===== config.mk =====
export PLATFORM = sky130hd
export DESIGN_NAME = digit_classifier_ctrl
export DESIGN_NICKNAME = d
export VERILOG_FILES = /design/src/rtl/classifier_pkg.sv /design/src/rtl/flex_counter.sv /design/src/rtl/digit_classifier_ctrl.sv
export SDC_FILE = /design/constraint.sdc
export NUM_CORES = 1
export LEC_CHECK = 0
export ABC_AREA = 1
export ABC_CLOCK_PERIOD_IN_PS = 2450
export CAP_MARGIN = 15
export CORE_MARGIN = 1.5
export CORE_UTILIZATION = 59
export CTS_CLUSTER_DIAMETER = 150
export CTS_CLUSTER_SIZE = 25
export DETAILED_ROUTE_END_ITERATION = 16
export PLACE_DENSITY = 0.8
export SLEW_MARGIN = 10
export SYNTH_ARGS = -nofsm -noshare
export SYNTH_HDL_FRONTEND = slang
export SYNTH_SLANG_ARGS = --single-unit

===== constraint.sdc =====
create_clock -name clk -period 2.45 [get_ports clk]
set_input_delay 0.6125 -clock clk [delete_from_list [all_inputs] [get_ports clk]]
set_output_delay 0.6125 -clock clk [all_outputs]
set_load 0.05 [all_outputs]

===== src/rtl/classifier_pkg.sv =====
// Shared types and sizing constants for the digit classifier row sequencer.
package classifier_pkg;

    typedef enum logic [1:0] {
        IDLE  = 2'd0,
        ISSUE = 2'd1,
        WAIT  = 2'd2,
        DONE  = 2'd3
    } state_t;

    localparam int unsigned DEFAULT_NUM_ROWS = 10;
    localparam int unsigned ROW_W            = 4;
    localparam int unsigned SCORE_W          = 16;
    localparam int unsigned CNT_W            = 10;

endpackage


===== src/rtl/flex_counter.sv =====
// Clearable up-counter with programmable rollover value.
// Ports: clk, n_rst (async active-low), clear (sync, wins over enable),
//        count_enable, rollover_val, rollover_flag (registered, high while
//        the count equals rollover_val).
module flex_counter #(
    parameter int unsigned NUM_CNT_BITS = 4
) (
    input  logic                    clk,
    input  logic                    n_rst,
    input  logic                    clear,
    input  logic                    count_enable,
    input  logic [NUM_CNT_BITS-1:0] rollover_val,
    output logic                    rollover_flag
);

    logic [NUM_CNT_BITS-1:0] count;
    logic [NUM_CNT_BITS-1:0] next_count;

    // After reaching rollover_val the count restarts at 1, not 0.
    always_comb begin
        next_count = count;
        if (clear) begin
            next_count = '0;
        end else if (count_enable) begin
            if (count == rollover_val) begin
                next_count = NUM_CNT_BITS'(1);
            end else begin
                next_count = count + NUM_CNT_BITS'(1);
            end
        end
    end

    always_ff @(posedge clk or negedge n_rst) begin
        if (!n_rst) begin
            count         <= '0;
            rollover_flag <= 1'b0;
        end else begin
            count         <= next_count;
            rollover_flag <= (next_count == rollover_val);
        end
    end

endmodule


===== src/rtl/digit_classifier_ctrl.sv =====
// Sequences the multiplier through every weight row, stores each row score
// and tracks the running argmax as the classified digit.
// Ports: clk, n_rst (async active-low), start, done_row, row_result,
//        score_sel -> begin_mult, row_select, busy, class_done, digit,
//        max_score, error (sticky timeout), score_out (combinational read).
module digit_classifier_ctrl
    import classifier_pkg::*;
#(
    parameter int unsigned      NUM_ROWS       = DEFAULT_NUM_ROWS,
    parameter logic [CNT_W-1:0] TIMEOUT_CYCLES = 10'd1000
) (
    input  logic               clk,
    input  logic               n_rst,
    input  logic               start,
    input  logic               done_row,
    input  logic [SCORE_W-1:0] row_result,
    input  logic [ROW_W-1:0]   score_sel,
    output logic               begin_mult,
    output logic [ROW_W-1:0]   row_select,
    output logic               busy,
    output logic               class_done,
    output logic [ROW_W-1:0]   digit,
    output logic [SCORE_W-1:0] max_score,
    output logic               error,
    output logic [SCORE_W-1:0] score_out
);

    state_t             state;
    state_t             next_state;
    logic [ROW_W-1:0]   next_row;
    logic [ROW_W-1:0]   next_digit;
    logic [SCORE_W-1:0] next_max;
    logic               next_error;
    logic               capture;
    logic               clear_scores;
    logic               rollover_flag;
    logic               timeout;

    logic [SCORE_W-1:0] scores [NUM_ROWS];

    // Counts WAIT cycles since the last begin_mult.
    flex_counter #(
        .NUM_CNT_BITS (CNT_W)
    ) u_timeout_cnt (
        .clk           (clk),
        .n_rst         (n_rst),
        .clear         (state == ISSUE),
        .count_enable  (state == WAIT),
        .rollover_val  (TIMEOUT_CYCLES),
        .rollover_flag (rollover_flag)
    );

    assign timeout = (state == WAIT) && rollover_flag;

    always_ff @(posedge clk or negedge n_rst) begin
        if (!n_rst) begin
            state <= IDLE;
        end else begin
            state <= next_state;
        end
    end

    // Next state plus next values of the sequencing/argmax registers.
    always_comb begin
        next_state   = state;
        next_row     = row_select;
        next_digit   = digit;
        next_max     = max_score;
        next_error   = error;
        capture      = 1'b0;
        clear_scores = 1'b0;
        case (state)
            IDLE: begin
                if (start) begin
                    next_state   = ISSUE;
                    next_row     = '0;
                    next_error   = 1'b0;
                    clear_scores = 1'b1;
                end
            end
            ISSUE: begin
                next_state = WAIT;
            end
            WAIT: begin
                // A row completion on the timeout cycle still counts.
                if (done_row) begin
                    capture = 1'b1;
                    // Strict compare keeps the lowest index on ties.
                    if ((row_select == '0) || (row_result > max_score)) begin
                        next_max   = row_result;
                        next_digit = row_select;
                    end
                    if (row_select == ROW_W'(NUM_ROWS - 1)) begin
                        next_state = DONE;
                    end else begin
                        next_row   = row_select + ROW_W'(1);
                        next_state = ISSUE;
                    end
                end else if (timeout) begin
                    next_error = 1'b1;
                    next_state = IDLE;
                end
            end
            DONE: begin
                next_state = IDLE;
            end
            default: begin
                next_state = IDLE;
            end
        endcase
    end

    // Outputs decoded from the upcoming state so they align with it.
    always_ff @(posedge clk or negedge n_rst) begin
        if (!n_rst) begin
            begin_mult <= 1'b0;
            busy       <= 1'b0;
            class_done <= 1'b0;
            row_select <= '0;
            digit      <= '0;
            max_score  <= '0;
            error      <= 1'b0;
        end else begin
            begin_mult <= (next_state == ISSUE);
            busy       <= (next_state != IDLE);
            class_done <= (next_state == DONE);
            row_select <= next_row;
            digit      <= next_digit;
            max_score  <= next_max;
            error      <= next_error;
        end
    end

    // Score register file; wiped when a pass is accepted.
    always_ff @(posedge clk or negedge n_rst) begin
        if (!n_rst) begin
            for (int i = 0; i < int'(NUM_ROWS); i++) begin
                scores[i] <= '0;
            end
        end else if (clear_scores) begin
            for (int i = 0; i < int'(NUM_ROWS); i++) begin
                scores[i] <= '0;
            end
        end else if (capture) begin
            scores[row_select] <= row_result;
        end
    end

    always_comb begin
        score_out = '0;
        if (int'(score_sel) < int'(NUM_ROWS)) begin
            score_out = scores[score_sel];
        end
    end

endmodule

==> results of run 1 <==
==> kinds of logic after synthesis <==
kind of cell,synth area share (%)
DFF,51.44
AOI/OAI and AO/OA,18.49
buffers and inverters,9.251
and+or+nand+nor,18.00
adders and majority gates,2.815
==> power groups by stage <==
stage / clock network (mW) / registers [mW] / logic, mW
2_1_floorplan: 0 / 4.74 / 2.09
3_3_place_gp: 0 / 4.20 / 3.90
3_5_place_dp: 0 / 4.22 / 3.97
4_1_cts: 2.11 / 4.16 / 4.04
5_1_grt: 2.23 / 4.22 / 4.45
6_report: 2.11 / 4.17 / 4.13
==> flip-flops by register name, summed over array words and instances (netlist names), 2 cells and up <==
name	cells
scores	160
max_score	16
u_timeout_cnt.count	10
digit	4
row_select	4
state	2
==> layout make-up <==
cell class              instances  area, um2  area share (%)
clock buffers                  14      329.1           2.787
multi-input cells             712       3990           33.79
clock inverters                 1      30.03          0.2543
repair buffers                137       1608           13.62
well taps                     216      270.3           2.289
flip-flops and latches        201       5030           42.60
inverters                     144      550.5           4.662
==> synthesized netlist by cell type <==
| cell | number | area [um2] |
|---|---|---|
| sky130_fd_sc_hd__o22ai_1 | 84 | 525.5 |
| sky130_fd_sc_hd__buf_4 | 6 | 45.04 |
| sky130_fd_sc_hd__o31ai_1 | 1 | 7.510 |
| sky130_fd_sc_hd__nand2_1 | 131 | 491.7 |
| sky130_fd_sc_hd__a31oi_1 | 1 | 6.260 |
| sky130_fd_sc_hd__clkbuf_1 | 27 | 101.4 |
| sky130_fd_sc_hd__nand2_4 | 1 | 11.26 |
| sky130_fd_sc_hd__a21o_1 | 1 | 7.510 |
| sky130_fd_sc_hd__nand3_4 | 1 | 17.52 |
| sky130_fd_sc_hd__ha_1 | 22 | 275.3 |
| sky130_fd_sc_hd__a32o_1 | 1 | 10.01 |
| sky130_fd_sc_hd__nor2_1 | 37 | 138.9 |
| sky130_fd_sc_hd__o21bai_1 | 1 | 7.510 |
| sky130_fd_sc_hd__a21oi_1 | 71 | 355.3 |
| sky130_fd_sc_hd__nand4_4 | 5 | 106.4 |
| sky130_fd_sc_hd__dfrtp_1 | 201 | 5030 |
| sky130_fd_sc_hd__buf_6 | 4 | 45.04 |
| sky130_fd_sc_hd__buf_1 | 14 | 52.55 |
| sky130_fd_sc_hd__nor2_4 | 2 | 22.52 |
| sky130_fd_sc_hd__nand3_1 | 158 | 790.8 |
| sky130_fd_sc_hd__nor2_2 | 3 | 18.77 |
| sky130_fd_sc_hd__o21ai_0 | 141 | 705.7 |
| sky130_fd_sc_hd__inv_1 | 142 | 533.0 |
| sky130_fd_sc_hd__nand4_2 | 4 | 50.05 |
| sky130_fd_sc_hd__buf_2 | 23 | 115.1 |
| sky130_fd_sc_hd__nand2_2 | 7 | 43.79 |
| sky130_fd_sc_hd__o211ai_1 | 7 | 52.55 |
| sky130_fd_sc_hd__inv_6 | 1 | 8.760 |
| sky130_fd_sc_hd__inv_2 | 1 | 3.750 |
| sky130_fd_sc_hd__o2111ai_1 | 4 | 35.03 |
| sky130_fd_sc_hd__nand4_1 | 7 | 43.79 |
| sky130_fd_sc_hd__nand3_2 | 2 | 20.02 |
| sky130_fd_sc_hd__o21ai_1 | 19 | 95.09 |
| sky130_fd_sc_hd__nor3_1 | 1 | 5.000 |
==> per-layer routing <==
metal	share of wire (%)	track usage [%]
met3	9.1	4.960
met1	39	43.61
met4	5.0	15.74
met2	46	52.05
met5	0	0
==> repair_timing <==
item,4_1_cts,5_1_grt
pin swaps,4,2
setup endpoints to repair,16,16
hold buffers,1,0
setup buffers,2,0
gates cloned,2,2
hold endpoints to repair,17,0
gates resized for setup,31,27
==> final timing paths <==
| check | slack, ns | cells past startpoint | from | to |
|---|---|---|---|---|
| setup / recovery | -0.06 | 8 | score_sel[0] | score_out[2] |
| hold / removal | 0.51 | 2 | scores[89] | scores[89] |
| setup reg to reg | 0.49 | 7 | state[0] | scores[158] |
| hold reg to reg | 0.51 | 2 | scores[89] | scores[89] |
| max in group asynchronous | 1.25 | 3 | n_rst | scores[145] |
| min in group asynchronous | 0.55 | 2 | n_rst | scores[123] |
==> worst max-delay path, stage by stage <==
cell and delay, ns:
sky130_fd_sc_hd__clkbuf_4 0.16, sky130_fd_sc_hd__buf_12 0.18, sky130_fd_sc_hd__a21oi_1 0.23, sky130_fd_sc_hd__o21ai_0 0.14
sky130_fd_sc_hd__nand3_1 0.10, sky130_fd_sc_hd__nand3_1 0.16, sky130_fd_sc_hd__o21ai_2 0.14, sky130_fd_sc_hd__buf_12 0.16
==> metrics by stage <==
stage	utilization, %	setup WS, ns	power [mW]
floorplan	-	-0.2062	6.836
global placement	69.46	-0.4177	8.100
detailed placement	69.46	-0.4130	8.188
CTS	72.78	-0.07498	10.31
global route	73.53	-0.04670	10.90
finish	73.53	-0.05762	10.41
==> impl_results.rst, run 1 <==
.. list-table::
   :header-rows: 1

   * - Metric
     - Value
   * - Run status
     - complete, but fails checks
   * - Failing checks
     - negative setup slack
   * - Total instance count after detailed placement
     - 1403
   * - Final count of negative-setup-slack endpoints
     - 6
   * - Area of the core region
     - 16060 um2
   * - Clk pin slew, worst setup/hold paths
     - 0.10 ns
   * - Cell at the root of the clock tree
     - sky130_fd_sc_hd__clkbuf_16
   * - Unrepaired setup endpoints after global routing
     - true
   * - Input/output buffers
     - 67
   * - Most frequent cells in the layout
     - sky130_fd_sc_hd__dfrtp_1, sky130_fd_sc_hd__nand3_1, sky130_fd_sc_hd__inv_1
   * - Layout Skew
     - 0.02484 ns
   * - Largest net degree at the start of global routing
     - 68
   * - Static power due to leakage
     - 5.420 nW
   * - Initial core utilization
     - 60.89%
   * - Share of final-layout standard cells stronger than drive strength 1
     - 13.40%
   * - WP data arrival
     - 1.90 ns
   * - Peak supply drop
     - 0.8144 mV
   * - Vias per Instance
     - 6.389
   * - Clk sinks
     - 201
   * - Number of distinct library cells after synthesis
     - 34
   * - Total number of placement rows
     - 46
   * - Critical path start-end classification
     - in2out
   * - Synthesized instance count
     - 1131
   * - Total count of hold-check failures in the final report
     - 0
   * - Worst hold path class
     - reg2reg
   * - Clock network power share
     - 20.3%
   * - Share of the clock period used by the worst path
     - 102.4%
   * - Cell area after placement
     - 11150 um2
   * - Final setup slack of the worst path
     - -0.05762 ns
   * - Number of placed I/O pins
     - 68
   * - Grt ovf
     - 0
   * - Global-route wire length before repair
     - 45510 um
   * - Endpoint class of the critical path
     - output port
   * - Drt drc
     - 0
   * - Overall via count from detail_route
     - 9104
   * - Number of global-route vias before repair
     - 8903
   * - Switching share of power
     - 41.23%
   * - Count of warnings emitted by yosys
     - 0
   * - GR Util All Layers
     - 32.44%
   * - DR iter-0 viols
     - 1245
   * - Number of H-tree branching levels
     - 1
   * - Die height
     - 131.7 um
   * - Shortest period the worst path allows
     - 2.508 ns
   * - Number of buffers inserted during clock tree synthesis
     - 12
   * - Net Switching
     - 4.292 mW
   * - Number of antenna violations at the first check in global routing
     - 0
   * - Power density over cell area
     - 881.6 nW/um2
   * - Routability congestion estimate
     - 0.9339
   * - Die width
     - 131.7 um
   * - Filler cell count
     - 1122
   * - WHS
     - 0.5134 ns
   * - Wire length reported by the detailed router
     - 28520 um
   * - Max-slew violation count
     - 0
   * - Cell Area, Synth
     - 9778 um2
   * - Clock insertion delay at the later pin of the skew report
     - 0.46 ns
   * - Area enclosed by the die boundary
     - 17350 um2
   * - Max FO, Critical Path
     - 32
   * - Critical path startpoint category
     - input pin
   * - Maximum clock path buffer count
     - 3
   * - Portion of the post-synthesis area used by sequential elements
     - 51.44%
   * - Half-perimeter wire length after detailed placement
     - 17830 um
   * - Area growth from synthesis to layout
     - 20.76%
   * - First drt pass iteration count
     - 6
   * - Clock tree from TritonCTS
     - yes
   * - Post-Syn Area per Cell
     - 8.646 um2
   * - Max_cap viols
     - 0
   * - Summed negative setup slack over all endpoints
     - -0.1020 ns
   * - Maximum clock rate
     - 0.3988 GHz
   * - Slew headroom
     - 64.44%
   * - Post-route antenna net violation count
     - 0
   * - Wirelength per Cell
     - 20.02 um
   * - Internal power
     - 6.117 mW
   * - Post-route cell area
     - 11810 um2
   * - Net count reported at finish
     - 1254
   * - Most common library cell in the layout ignoring fill and taps
     - sky130_fd_sc_hd__dfrtp_1
   * - Synthesized flop and latch total
     - 201
   * - N_diodes
     - 0
   * - Slew of the pin with the lowest slew margin
     - 0.5321 ns
   * - Required time of the worst setup path
     - 1.84 ns
   * - Register share of total power
     - 40.1%
   * - Post-route insts no fill
     - 1425
   * - Syn nets
     - 1177
   * - Share of total power in combinational logic
     - 39.7%
Power figures use the tool's default switching activity.
==> run 2, diff against run 1 <==
ABC_CLOCK_PERIOD_IN_PS = 2300   (was 2450)
CAP_MARGIN = 25   (was 15)
CORE_UTILIZATION = 53   (was 59)
MAX_ROUTING_LAYER = met4   (was not set)
PLACE_DENSITY = 0.76   (was 0.8)
clock period = 2.3 ns   (was 2.45 ns; I/O delays follow)
==> impl_results.rst, run 2 (synthesis gave the netlist of run 1 again) <==
.. list-table::
   :header-rows: 1

   * - Metric
     - Value
   * - Run status
     - complete, but fails checks (unchanged)
   * - Failing checks
     - negative setup slack (unchanged)
   * - Peak supply drop
     - 0.8723 mV (was 0.8144 mV)
   * - Power density over cell area
     - 920.6 nW/um2 (was 881.6 nW/um2)
   * - Area growth from synthesis to layout
     - 24.04% (was 20.76%)
   * - Input/output buffers
     - 67 (unchanged)
   * - Total number of placement rows
     - 49 (was 46)
   * - Half-perimeter wire length after detailed placement
     - 17770 um (was 17830 um)
   * - Hold bufs inserted after CTS
     - 0 (was 1)
   * - Number of antenna violations at the first check in global routing
     - 0 (unchanged)
   * - Shortest period the worst path allows
     - 2.305 ns
   * - Global-route wire length before repair
     - 43730 um (was 45510 um)
   * - Share of final-layout standard cells stronger than drive strength 1
     - 15.34% (was 13.40%)
   * - Vias per Instance
     - 6.074 (was 6.389)
   * - Flip-flop count of the largest register, all copies and words added
     - 160 (unchanged)
   * - Total instance count after detailed placement
     - 1429 (was 1403)
   * - Clk pin slew, worst setup/hold paths
     - 0.09 ns (was 0.10 ns)
   * - Number of buffers inserted during clock tree synthesis
     - 12 (unchanged)
   * - Static power due to leakage
     - 5.631 nW (was 5.420 nW)
   * - Number of placed I/O pins
     - 68 (unchanged)
   * - Post-route cell area
     - 12130 um2 (was 11810 um2)
   * - Cell at the slowest stage of the critical path
     - sky130_fd_sc_hd__bufbuf_16 (was sky130_fd_sc_hd__a21oi_1)
   * - Slew headroom
     - 63.94% (was 64.44%)
   * - Wire length reported by the detailed router
     - 27610 um (was 28520 um)
   * - Wirelength per Cell
     - 19.07 um (was 20.02 um)
   * - First drt pass iteration count
     - 5 (was 6)
   * - Overall via count from detail_route
     - 8795 (was 9104)
   * - GR Util All Layers
     - 28.71% (was 32.44%)
   * - Die width
     - 138.8 um (was 131.7 um)
   * - Endpoint class of the critical path
     - output port (unchanged)
   * - Max_cap viols
     - 0 (unchanged)
   * - Layout Skew
     - 0.03741 ns (was 0.02484 ns)
   * - Maximum clock path buffer count
     - 3 (unchanged)
   * - Max-slew violation count
     - 0 (unchanged)
   * - Final setup slack of the worst path
     - -0.004729 ns (was -0.05762 ns)
   * - Filler cell count
     - 1426 (was 1122)
   * - Sequence of cells on the critical path
     - buf_4, bufbuf_16, a21oi_1, o21ai_0, nand3_1, nand3_2, o21ai_4, buf_12 (was clkbuf_4, buf_12, a21oi_1, o21ai_0, nand3_1, nand3_1, o21ai_2, buf_12)
   * - Grt ovf
     - 0 (unchanged)
   * - Max stage delay on crit path
     - 0.29 ns (was 0.23 ns)
   * - Final count of negative-setup-slack endpoints
     - 1 (was 6)
   * - Number of global-route vias before repair
     - 8423 (was 8903)
   * - Clk sinks
     - 201 (unchanged)
   * - Unrepaired setup endpoints after global routing
     - true (unchanged)
   * - Multi-input gate area in the final layout
     - 4138 um2 (was 3990 um2)
   * - Drt drc
     - 0 (unchanged)
   * - Most frequent cells in the layout
     - sky130_fd_sc_hd__dfrtp_1, sky130_fd_sc_hd__nand3_1, sky130_fd_sc_hd__inv_1 (unchanged)
   * - Post-CTS setup buffer count
     - 0 (was 2)
   * - Max FO, Critical Path
     - 13 (was 32)
   * - Area enclosed by the die boundary
     - 19270 um2 (was 17350 um2)
   * - Storage element area
     - 5030 um2 (unchanged)
   * - Cell area after placement
     - 11470 um2 (was 11150 um2)
   * - Critical path startpoint category
     - input pin (unchanged)
   * - Largest net degree at the start of global routing
     - 57 (was 68)
   * - Required time of the worst setup path
     - 1.73 ns (was 1.84 ns)
   * - Registers with the most flip-flops
     - scores (160), max_score (16), u_timeout_cnt.count (10) (unchanged)
   * - Most flops, register
     - scores (unchanged)
   * - Total power
     - 11.17 mW (was 10.41 mW)
   * - Share of the clock period used by the worst path
     - 100.2%
   * - Cell at the root of the clock tree
     - sky130_fd_sc_hd__clkbuf_16 (unchanged)
   * - Worst hold path class
     - in2async (was reg2reg)
   * - Die height
     - 138.8 um (was 131.7 um)
   * - Utilization after layout
     - 67.29% (was 73.53%)
   * - Clock insertion delay at the later pin of the skew report
     - 0.48 ns (was 0.46 ns)
   * - Maximum clock rate
     - 0.4339 GHz
   * - DR iter-0 viols
     - 794 (was 1245)
   * - Clock tree from TritonCTS
     - yes (unchanged)
   * - Post-route antenna net violation count
     - 0 (unchanged)
   * - Net count reported at finish
     - 1264 (was 1254)
   * - Slew of the pin with the lowest slew margin
     - 0.5396 ns (was 0.5321 ns)
   * - Post-route insts no fill
     - 1448 (was 1425)
   * - Critical path start-end classification
     - in2out (unchanged)
   * - Area of the core region
     - 18020 um2 (was 16060 um2)
   * - WHS
     - 0.07263 ns (was 0.5134 ns)
   * - N_diodes
     - 0 (unchanged)
   * - WP data arrival
     - 1.73 ns (was 1.90 ns)
   * - Most common library cell in the layout ignoring fill and taps
     - sky130_fd_sc_hd__dfrtp_1 (unchanged)
   * - Total count of hold-check failures in the final report
     - 0 (unchanged)
   * - Initial core utilization
     - 54.25% (was 60.89%)
   * - Routability congestion estimate
     - 0.8946 (was 0.9339)
   * - Number of H-tree branching levels
     - 1 (unchanged)
==> run 2: repair_timing <==
action / 4_1_cts / 5_1_grt
hold endpoints to repair: 0 / 0
gates cloned: 2 / 2
pin swaps: 3 / 7
gates resized for setup: 34 / 42
setup endpoints to repair: 18 / 25
==> run 2: worst paths after layout <==
path / startpoint / end / slack, ns / cells past startpoint
max reg2reg: state[0] / scores[154] / 0.32 / 7
min in group clk: row_select[3] / digit[3] / 0.50 / 2
min reg2reg: row_select[3] / digit[3] / 0.50 / 2
min: n_rst / scores[63] / 0.07 / 1
max in group asynchronous: n_rst / max_score[2] / 1.63 / 2
max: score_sel[1] / score_out[2] / -0.005 / 8
==> run 2: area by class of cell <==
cell class / count / area share, %
clock buffer: 14 / 2.713
clock inverter: 1 / 0.2476
inverter: 144 / 4.518
multi-input combinational: 712 / 34.11
sequential: 201 / 41.47
tap: 229 / 2.362
timing repair buffer: 147 / 14.58
==> run 2: routing by layer <==
layer  up-vias  GRT usage [%]  wire length [um]
met5         -              -                 0
met4         0          10.25               899
met3        75          3.073              2001
met2       410          44.53             12850
met1      4260          39.54             11860
li1       4050              -                 -
==> run 2: worst max-delay path: cells and delay by family <==
| kind | cells | cell delay, ns |
|---|---|---|
| buffers and inverters | 3 | 0.59 |
| and+or+nand+nor | 2 | 0.26 |
| AOI/OAI and AO/OA | 3 | 0.31 |
==> run 2: power by group <==
part | total, mW | switching [mW] | internal, mW
combinational | 4.49 | 3.00 | 1.49
sequential | 4.43 | 0.364 | 4.06
clock | 2.25 | 1.20 | 1.05
total | 11.2 | 4.57 | 6.60
==> run 2: per-stage QoR <==
step                       TNS (ns)  setup WS [ns]
after global placement       -8.002        -0.4437
after CTS                  -0.01588       -0.01588
after detailed placement     -8.081        -0.4285
after global routing        -0.3376       -0.05348
after floorplan            -0.03052       -0.03052
final                     -0.004729      -0.004729
